===== config.mk =====
export PLATFORM = sky130hd
export DESIGN_NAME = instr_fetch_dispatch
export DESIGN_NICKNAME = d
export VERILOG_FILES = /design/src/rtl/instr_fetch_dispatch_pkg.sv /design/src/rtl/instr_fetch_dispatch_exec_watchdog.sv /design/src/rtl/instr_fetch_dispatch.sv
export SDC_FILE = /design/constraint.sdc
export NUM_CORES = 1
export LEC_CHECK = 0
export CAP_MARGIN = 10
export CELL_PAD_IN_SITES_DETAIL_PLACEMENT = 1
export CELL_PAD_IN_SITES_GLOBAL_PLACEMENT = 2
export CORE_ASPECT_RATIO = 1.5
export CORE_MARGIN = 2
export CORE_UTILIZATION = 33
export CTS_BUF_LIST = sky130_fd_sc_hd__clkbuf_16
export DETAILED_ROUTE_END_ITERATION = 12
export PLACE_DENSITY = 0.84
export SETUP_SLACK_MARGIN = 0.3
export SLEW_MARGIN = 20
export SYNTH_ARGS = -nofsm -noshare
export SYNTH_HDL_FRONTEND = slang
export SYNTH_SLANG_ARGS = --single-unit
export TNS_END_PERCENT = 1

===== constraint.sdc =====
create_clock -name clk -period 2.5 [get_ports clk]
set_input_delay 0.375 -clock clk [delete_from_list [all_inputs] [get_ports clk]]
set_output_delay 0.375 -clock clk [all_outputs]
set_load 0.005 [all_outputs]

===== src/rtl/instr_fetch_dispatch_pkg.sv =====
// Shared ISA constants and controller state encoding for the instruction fetch/dispatch block.
package instr_fetch_dispatch_pkg;

  localparam int OPC_W = 4;

  localparam logic [OPC_W-1:0] OPC_NOP  = 4'h0;
  localparam logic [OPC_W-1:0] OPC_MOVI = 4'h7;
  localparam logic [OPC_W-1:0] OPC_HALT = 4'hF;

  typedef enum logic [2:0] {
    ST_IDLE     = 3'd0,
    ST_FETCH    = 3'd1,
    ST_WAIT_MEM = 3'd2,
    ST_DECODE   = 3'd3,
    ST_EXEC     = 3'd4,
    ST_HALT     = 3'd5,
    ST_FAULT    = 3'd6
  } state_t;

endpackage


===== src/rtl/instr_fetch_dispatch_exec_watchdog.sv =====
// Execution timeout: down-counter loaded on clear, expired once TIMEOUT enabled cycles have elapsed.
module exec_watchdog #(
  parameter int TIMEOUT = 15
) (
  input  logic clk,
  input  logic rst,
  input  logic clear,
  input  logic enable,
  output logic expired
);

  localparam int CW = (TIMEOUT < 1) ? 1 : $clog2(TIMEOUT + 1);

  logic [CW-1:0] count;

  always_ff @(posedge clk or negedge rst) begin
    if (!rst) begin
      count <= CW'(TIMEOUT);
    end else if (clear) begin
      count <= CW'(TIMEOUT);
    end else if (enable && (count != '0)) begin
      count <= count - CW'(1);
    end
  end

  assign expired = (count == '0);

endmodule


===== src/rtl/instr_fetch_dispatch.sv =====
// Instruction fetch/dispatch controller: fetches words at pc, runs NOP/HALT locally and hands
// everything else to the execution FSMs via instr_out/exec_start, tracking their PC_inc and done.
//
// state    | meaning
// IDLE     | stopped at an instruction boundary, waiting for run
// FETCH    | imem_rd asserted with imem_addr = pc
// WAIT_MEM | memory data returns; latched into instr_out at cycle end
// DECODE   | NOP advances pc, HALT stops, others dispatch
// EXEC     | execution FSM running; counts PC_inc, waits for done
// HALT     | absorbing after HALT opcode
// FAULT    | absorbing after execution timeout
module instr_fetch_dispatch
  import instr_fetch_dispatch_pkg::*;
#(
  parameter int ADDR_W  = 8,
  parameter int INSTR_W = 16,
  parameter int TIMEOUT = 15
) (
  input  logic               clk,
  input  logic               rst,
  input  logic               run,
  output logic               imem_rd,
  output logic [ADDR_W-1:0]  imem_addr,
  input  logic [INSTR_W-1:0] imem_rdata,
  output logic [INSTR_W-1:0] instr_out,
  output logic               exec_start,
  input  logic               exec_pc_inc,
  input  logic               exec_done,
  output logic [ADDR_W-1:0]  pc,
  output logic               halted,
  output logic               fault
);

  state_t             state;
  logic               inc_seen;
  logic               wd_expired;
  logic [OPC_W-1:0]   opcode;
  logic [ADDR_W-1:0]  pc_inc1;
  logic [ADDR_W-1:0]  pc_exec;

  assign opcode  = instr_out[INSTR_W-1 -: OPC_W];
  assign pc_inc1 = pc + ADDR_W'(1);

  // A done with no PC_inc seen during the whole instruction implies a single-word advance.
  always_comb begin
    pc_exec = pc;
    if (exec_pc_inc || (exec_done && !inc_seen)) pc_exec = pc_inc1;
  end

  exec_watchdog #(.TIMEOUT(TIMEOUT)) u_watchdog (
    .clk     (clk),
    .rst     (rst),
    .clear   (state == ST_DECODE),
    .enable  (state == ST_EXEC),
    .expired (wd_expired)
  );

  always_ff @(posedge clk or negedge rst) begin
    if (!rst) begin
      state      <= ST_IDLE;
      pc         <= '0;
      instr_out  <= '0;
      imem_addr  <= '0;
      imem_rd    <= 1'b0;
      exec_start <= 1'b0;
      halted     <= 1'b0;
      fault      <= 1'b0;
      inc_seen   <= 1'b0;
    end else begin
      imem_rd    <= 1'b0;
      exec_start <= 1'b0;
      case (state)
        ST_IDLE: begin
          if (run) begin
            state     <= ST_FETCH;
            imem_rd   <= 1'b1;
            imem_addr <= pc;
          end
        end
        ST_FETCH: state <= ST_WAIT_MEM;
        ST_WAIT_MEM: begin
          instr_out <= imem_rdata;
          state     <= ST_DECODE;
        end
        ST_DECODE: begin
          if (opcode == OPC_NOP) begin
            pc <= pc_inc1;
            if (run) begin
              state     <= ST_FETCH;
              imem_rd   <= 1'b1;
              imem_addr <= pc_inc1;
            end else begin
              state <= ST_IDLE;
            end
          end else if (opcode == OPC_HALT) begin
            state  <= ST_HALT;
            halted <= 1'b1;
          end else begin
            state      <= ST_EXEC;
            exec_start <= 1'b1;
            inc_seen   <= 1'b0;
          end
        end
        ST_EXEC: begin
          pc <= pc_exec;
          if (exec_pc_inc) inc_seen <= 1'b1;
          // done in the final watchdog cycle still wins over the timeout
          if (exec_done) begin
            if (run) begin
              state     <= ST_FETCH;
              imem_rd   <= 1'b1;
              imem_addr <= pc_exec;
            end else begin
              state <= ST_IDLE;
            end
          end else if (wd_expired) begin
            state <= ST_FAULT;
            fault <= 1'b1;
          end
        end
        ST_HALT:  ;
        ST_FAULT: ;
        default:  state <= ST_IDLE;
      endcase
    end
  end

endmodule


==> flow_metrics.tcl, run 1 <==
set metrics [dict create \
    routedWlPerCell_um 16.5 \
    vdd_drop_max_mv 0.480 \
    path_clk_slew_ns 0.06 \
    setup_viol 0 \
    clock_path_buffers 2 \
    hold_viol_final 0 \
    yosysWarnings 0 \
    antenna_found_initial 0 \
    grt_max_degree 23 \
    utilization_pct 46.2 \
    clock_skew_ns 0.00295 \
    worst_pin_slew_ns 0.539 \
    synth_top_area_share_pct 46.7 \
    grt_pass1_vias 1802 \
    critPathMaxFanout 6 \
    clock_tree.root_cell "clkbuf_16" \
    globalRouteOverflowTotal 0 \
    coreArea_sq_mm 0.00640 \
    num_antenna_cells 0 \
    syn_avg_cell_area_sq_um 11.3 \
    grt_pass1_wl_mm 8.92 \
    maxCapViolCount 0 \
    cts_buffers 5 \
    synthCells 189 \
    drive_above_1_share_pct 19.6 \
    synth_area_leaders "dfrtp_1 47%, mux2_2 9.5%, dfstp_2 4.9%, nand2_1 3.9%, o211ai_2 2.9%" \
    die_w_um 69.8 \
    syn_nets 212 \
    syn2layout_area_growth_pct 37.9 \
    synth_edf_count 0 \
    power_density_mw_per_mm2 1270 \
    seq_area_sq_mm 0.00111 \
    tns_ns 0 \
    synth.most_common_cell "dfrtp_1" \
    worst_ep_arrival_time_ns 2.00 \
    worstPathRequired_ns 2.65 \
    dpl.hpwl_mm 3.89 \
    die_h_um 103 \
    firstDrtPassIters 3 \
    ant_nets 0 \
    netlist_area_sq_mm 0.00214 \
    start_util_pct 33.5 \
    std_cell_rows 36 \
    cp-end-kind "flop" \
    yosys-top-cells-count "40 x dfrtp_1, 22 x nand2_1, 18 x mux2_2" \
    power.total_mw 3.76 \
    min_period_ns 1.85 \
    slew_violations 0 \
    vias 1668 \
    multi_input_comb_area_sq_um 953 \
    ys_seq_area_share_pct 51.6 \
    post_cts.repair.setup_buffers 0 \
    dr.first_iter.drc_count 43 \
    hold_path.class "in2async" \
    nNetsFinal 272 \
    synth_flop_cell "dfrtp_1" \
    fill_cells 696 \
    synth_seq_cells 44 \
    fmax_mhz 540 \
    async_flop_share_pct 100 \
    path_class "in2reg" \
    io_pins 57 \
    run_status "finished, final reports clean" \
    avgViaCountPerCell 5.12 \
    slew_headroom_pct 64.1 \
    io_buffers 56 \
    holdBufCountCts 0 \
    place_congestion 0.711 \
    clk_latency_ns 0.28 \
    clock_sinks 44 \
    rsz0062_at_grt "false" \
    routed_wl_mm 5.37 \
    leakagePower_nw 1.22 \
    track_usage_pct 15.9 \
    synth_cell_types 46 \
    cp-start-kind "primary input" \
    cts_tree "yes" \
    drc 0 \
    die_area_sq_mm 0.00717 \
    synth_top_area_cell "dfrtp_1" \
    finalCritPeriodShare_pct 74.1 \
    ctsResizeCount 0 \
    htreeDepth 2 \
]
flip-flops by register name, indices dropped and copies added, names as in the netlist:
register / flops
pc: 8
halted: 1
u_watchdog.count: 4
exec_start: 1
imem_rd: 1
state: 3
imem_addr: 8
instr_out: 16
inc_seen: 1
fault: 1
critical path, stage by stage:
cell and delay [ns]:
clkdlybuf4s50_1 0.52, or2b_1 0.28, a32oi_2 0.23, clkinv_1 0.21, buf_4 0.21, nand2_1 0.07, o211ai_1 0.10
layout make-up:
class	count	share of cell area, %
flip-flops and latches	44	37.4
clock inverters	3	1.44
repair buffers	63	20.6
inverters	7	0.889
well taps	76	3.22
clock buffers	5	4.23
multi-input cells	128	32.2
metal layers:
metal / routed length (um) / GRT usage, %
met1: 2150 / 17.7
met2: 3030 / 31.2
met3: 110 / 2.35
met4: 72 / 4.44
met5: 0 / 0
cell families after synthesis:
group | after synthesis | synth area share [%]
adder cells (fa/ha/maj) | 2 | 1.17
buffers and inverters | 17 | 3.91
AO/OA/AOI/OAI | 46 | 16.6
XOR/XNOR | 9 | 3.68
AND/OR/NAND/NOR | 53 | 13.6
multiplexers | 18 | 9.46
flip-flops | 44 | 51.6
metrics by stage:
stage / setup slack (ns) / hold slack, ns / std cells / instance area (sq um)
5_1_grt: 0.529 / 0.107 / 326 / 2960
3_3_place_gp: 0.404 / 0.389 / 318 / 2790
3_5_place_dp: 0.353 / 0.391 / 318 / 2790
6_report: 0.647 / 0.0695 / 326 / 2960
4_1_cts: 0.618 / 0.0826 / 326 / 2960
2_1_floorplan: 0.813 / 0.0794 / 189 / 2140
path summary, 6_finish.rpt:
check,depth (start not counted),to,start,slack [ns]
worst max-delay path,7,imem_addr[2],exec_done,0.65
worst min-delay path,1,pc[2],rst,0.07
worst max register to register,5,imem_addr[6],pc[0],0.66
worst min register to register,1,halted,halted,0.46
max in group asynchronous,2,u_watchdog.count[0],rst,1.78
min in group clk,1,halted,halted,0.46
report_power, final:
group          total (mW)  internal [mW]  switching (mW)
sequential           1.40           1.06           0.333
combinational        1.62          0.965           0.651
clock               0.744          0.470           0.275
total                3.76           2.50            1.26
placed cells by master, fill, tap and decap left out, types with 2 or more instances in the layout:
cell | Yosys | final
a2111o_1 | 5 | 5
a21boi_0 | 3 | 3
a21o_1 | 2 | 2
a21oi_1 | 11 | 11
a31oi_1 | 3 | 3
and3_1 | 2 | 2
buf_4 | 2 | 7
clkbuf_16 | 0 | 5
clkdlybuf4s50_1 | 0 | 55
clkinv_1 | 1 | 2
dfrtp_1 | 40 | 40
dfstp_2 | 4 | 4
ha_1 | 2 | 2
inv_1 | 6 | 6
mux2_2 | 18 | 18
nand2_1 | 22 | 22
nand2b_1 | 2 | 2
nand3_1 | 5 | 5
nor2_1 | 6 | 6
nor3_1 | 3 | 3
o211ai_1 | 2 | 2
o211ai_2 | 5 | 5
o21ai_0 | 7 | 7
or2_2 | 2 | 2
xnor2_1 | 2 | 2
xor2_1 | 7 | 7
(Power assumes the default switching activity.)
==> inputs of run 2 (changes only) <==
- CORE_UTILIZATION: 33 -> 27
- PLACE_DENSITY: 0.84 -> 0.73
- clock period: 2.5 -> 1.6 ns (I/O delays scaled with it)
==> run 2 against run 1 <==
  * Die area up 21%
  * Worst setup slack worse by 0.62 ns
  * Core utilization down 0.40 points
  * Via count up 10%
  * Critical path depth down 2
  * Sequential share of layout area down 5.7 points
  * First-iteration DRC count unchanged
  * Clock power up 33%
  * Clock-buffer cell count unchanged
  * Global-route usage down 1.2 points
  * Largest cell class is now multi-input gates
  * Largest power group unchanged
  * Highest routed layer unchanged
==> flow_metrics.tcl, run 2 (synthesized netlist as in run 1, its figures left out) <==
set metrics [dict create \
    dr.first_iter.drc_count 43 \
    io_buffers 56 \
    maxCapViolCount 0 \
    dpl.hpwl_mm 4.29 \
    cts_tree "yes" \
    die_w_um 76.7 \
    path_class "reg2reg" \
    cpPeakStageDelay_ns 0.40 \
    start_util_pct 28.0 \
    final_cell_count_no_fill 382 \
    place_congestion 0.761 \
    num_antenna_cells 0 \
    power_density_mw_per_mm2 1870 \
    final_cell_mix "33 x dfrtp_1, 32 x dlymetal6s2s_1, 26 x buf_4" \
    routed_wl_mm 6.25 \
    grt_pass1_vias 2101 \
    path_delay_family "compound AO/OA/AOI/OAI gates" \
    clock_sinks 44 \
    cp-start-kind "flop" \
    drc 0 \
    die_area_sq_mm 0.00868 \
    critPathMaxFanout 10 \
    track_usage_pct 14.6 \
    slew_violations 0 \
    min_period_ns 1.57 \
    run_status "finished, final reports clean" \
    die_h_um 113 \
    coreArea_sq_mm 0.00766 \
    largest_reg_flops 16 \
    crit_chain "nor4_4, a32oi_2, buf_6, a2111o_1, o211ai_2" \
    syn2layout_area_growth_pct 63.8 \
    firstDrtPassIters 4 \
    routedWlPerCell_um 16.4 \
    setup_viol 0 \
    worst_ep_arrival_time_ns 1.77 \
    worst_pin_slew_ns 0.440 \
    clk_latency_ns 0.28 \
    ant_nets 0 \
    globalRouteOverflowTotal 0 \
    finalCritPeriodShare_pct 98.1 \
    timing.hold.ws_ns 0.430 \
    clock_tree.root_cell "clkbuf_16" \
    path_clk_slew_ns 0.07 \
    clock_path_buffers 2 \
    nNetsFinal 303 \
    crit_buf_inv 1 \
    layout_commonest_cell "dfrtp_1" \
    antenna_found_initial 0 \
    utilization_pct 45.8 \
    dpl.cell_count 366 \
    leakagePower_nw 1.75 \
    hold_path.class "in2async" \
    vdd_drop_max_mv 0.880 \
    largest_registers "instr_out: 16 flops, imem_addr: 8 flops, pc: 8 flops" \
    drive_above_1_share_pct 37.9 \
    grt_pass1_wl_mm 10.2 \
    worstPathRequired_ns 1.80 \
    io_pins 57 \
    clock_skew_ns 0.00747 \
    cp_slowest_cell "dfrtp_1" \
    hold_viol_final 0 \
    avgViaCountPerCell 4.82 \
    cts_buffers 5 \
    vias 1840 \
    fmax_mhz 637 \
    largest-register "instr_out" \
    htreeDepth 2 \
    slew_headroom_pct 70.7 \
    std_cell_rows 39 \
    rsz0062_at_grt "true" \
    cp-end-kind "flop" \
    grt_max_degree 30 \
]
run 2: changes by cell type in the layout (fill, tap and decap cells not counted), sizes merged:
| cell | delta |
|---|---|
| buf | +29 |
| clkinv | -1 |
| dlymetal6s2s | +32 |
| bufinv | -1 |
| dlygate4sd3 | +1 |
| clkbuf | +1 |
| clkdlybuf4s50 | -32 |
| clkinvlp | +1 |
run 2: path summary, 6_finish.rpt:
path | startpoint | end | slack, ns | depth (start not counted)
max in group asynchronous | rst | state[0] | 0.64 | 3
max | instr_out[15] | imem_addr[3] | 0.03 | 5
min in group clk | fault | fault | 0.46 | 1
min reg2reg | fault | fault | 0.46 | 1
max reg2reg | instr_out[15] | imem_addr[3] | 0.03 | 5
min | rst | pc[6] | 0.43 | 2
run 2: what timing repair did:
| item | 4_1_cts | 5_1_grt |
|---|---|---|
| pin swaps | 2 | 18 |
| setup buffers | 6 | 2 |
| hold endpoints to repair | 11 | 0 |
| hold buffers | 1 | 0 |
| setup endpoints to repair | 79 | 79 |
| gates resized for setup | 6 | 72 |
run 2: area by class of cell:
| class | instances | area, sq um |
|---|---|---|
| clock buffer | 5 | 125 |
| clock inverter | 2 | 12.5 |
| fill | 823 | 4150 |
| inverter | 7 | 26.3 |
| multi-input combinational | 128 | 1120 |
| sequential | 44 | 1110 |
| tap | 102 | 128 |
| timing repair buffer | 94 | 985 |
run 2: routing by layer:
metal,GRT usage [%],share of wire (%),vias to the layer above
met2,27.6,56,42
met5,0,0,-
met3,2.55,3.4,6
met1,16.4,39,939
li1,-,-,853
met4,4.85,1.3,0
run 2: where the power goes:
group,internal (mW),switching (mW),total (mW)
clock network,0.567,0.424,0.991
logic,2.08,1.38,3.45
registers,1.68,0.446,2.13
run 2: metrics by stage:
stage	setup WS, ns	power [mW]	cell area, sq um	setup TNS [ns]
6_report	0.0312	6.57	3510	0
5_1_grt	-0.0361	7.04	3510	-0.156
4_1_cts	0.0291	6.42	3280	0
3_5_place_dp	-0.202	5.26	3080	-2.08
3_3_place_gp	-0.180	5.17	3080	-1.81
2_1_floorplan	0.0260	3.62	2230	0
==> inputs of run 3 (changes only) <==
- CAP_MARGIN: 10 -> 5
==> results of run 3 <==
No change in the layout: final DEF, timing and power equal those of run 2.
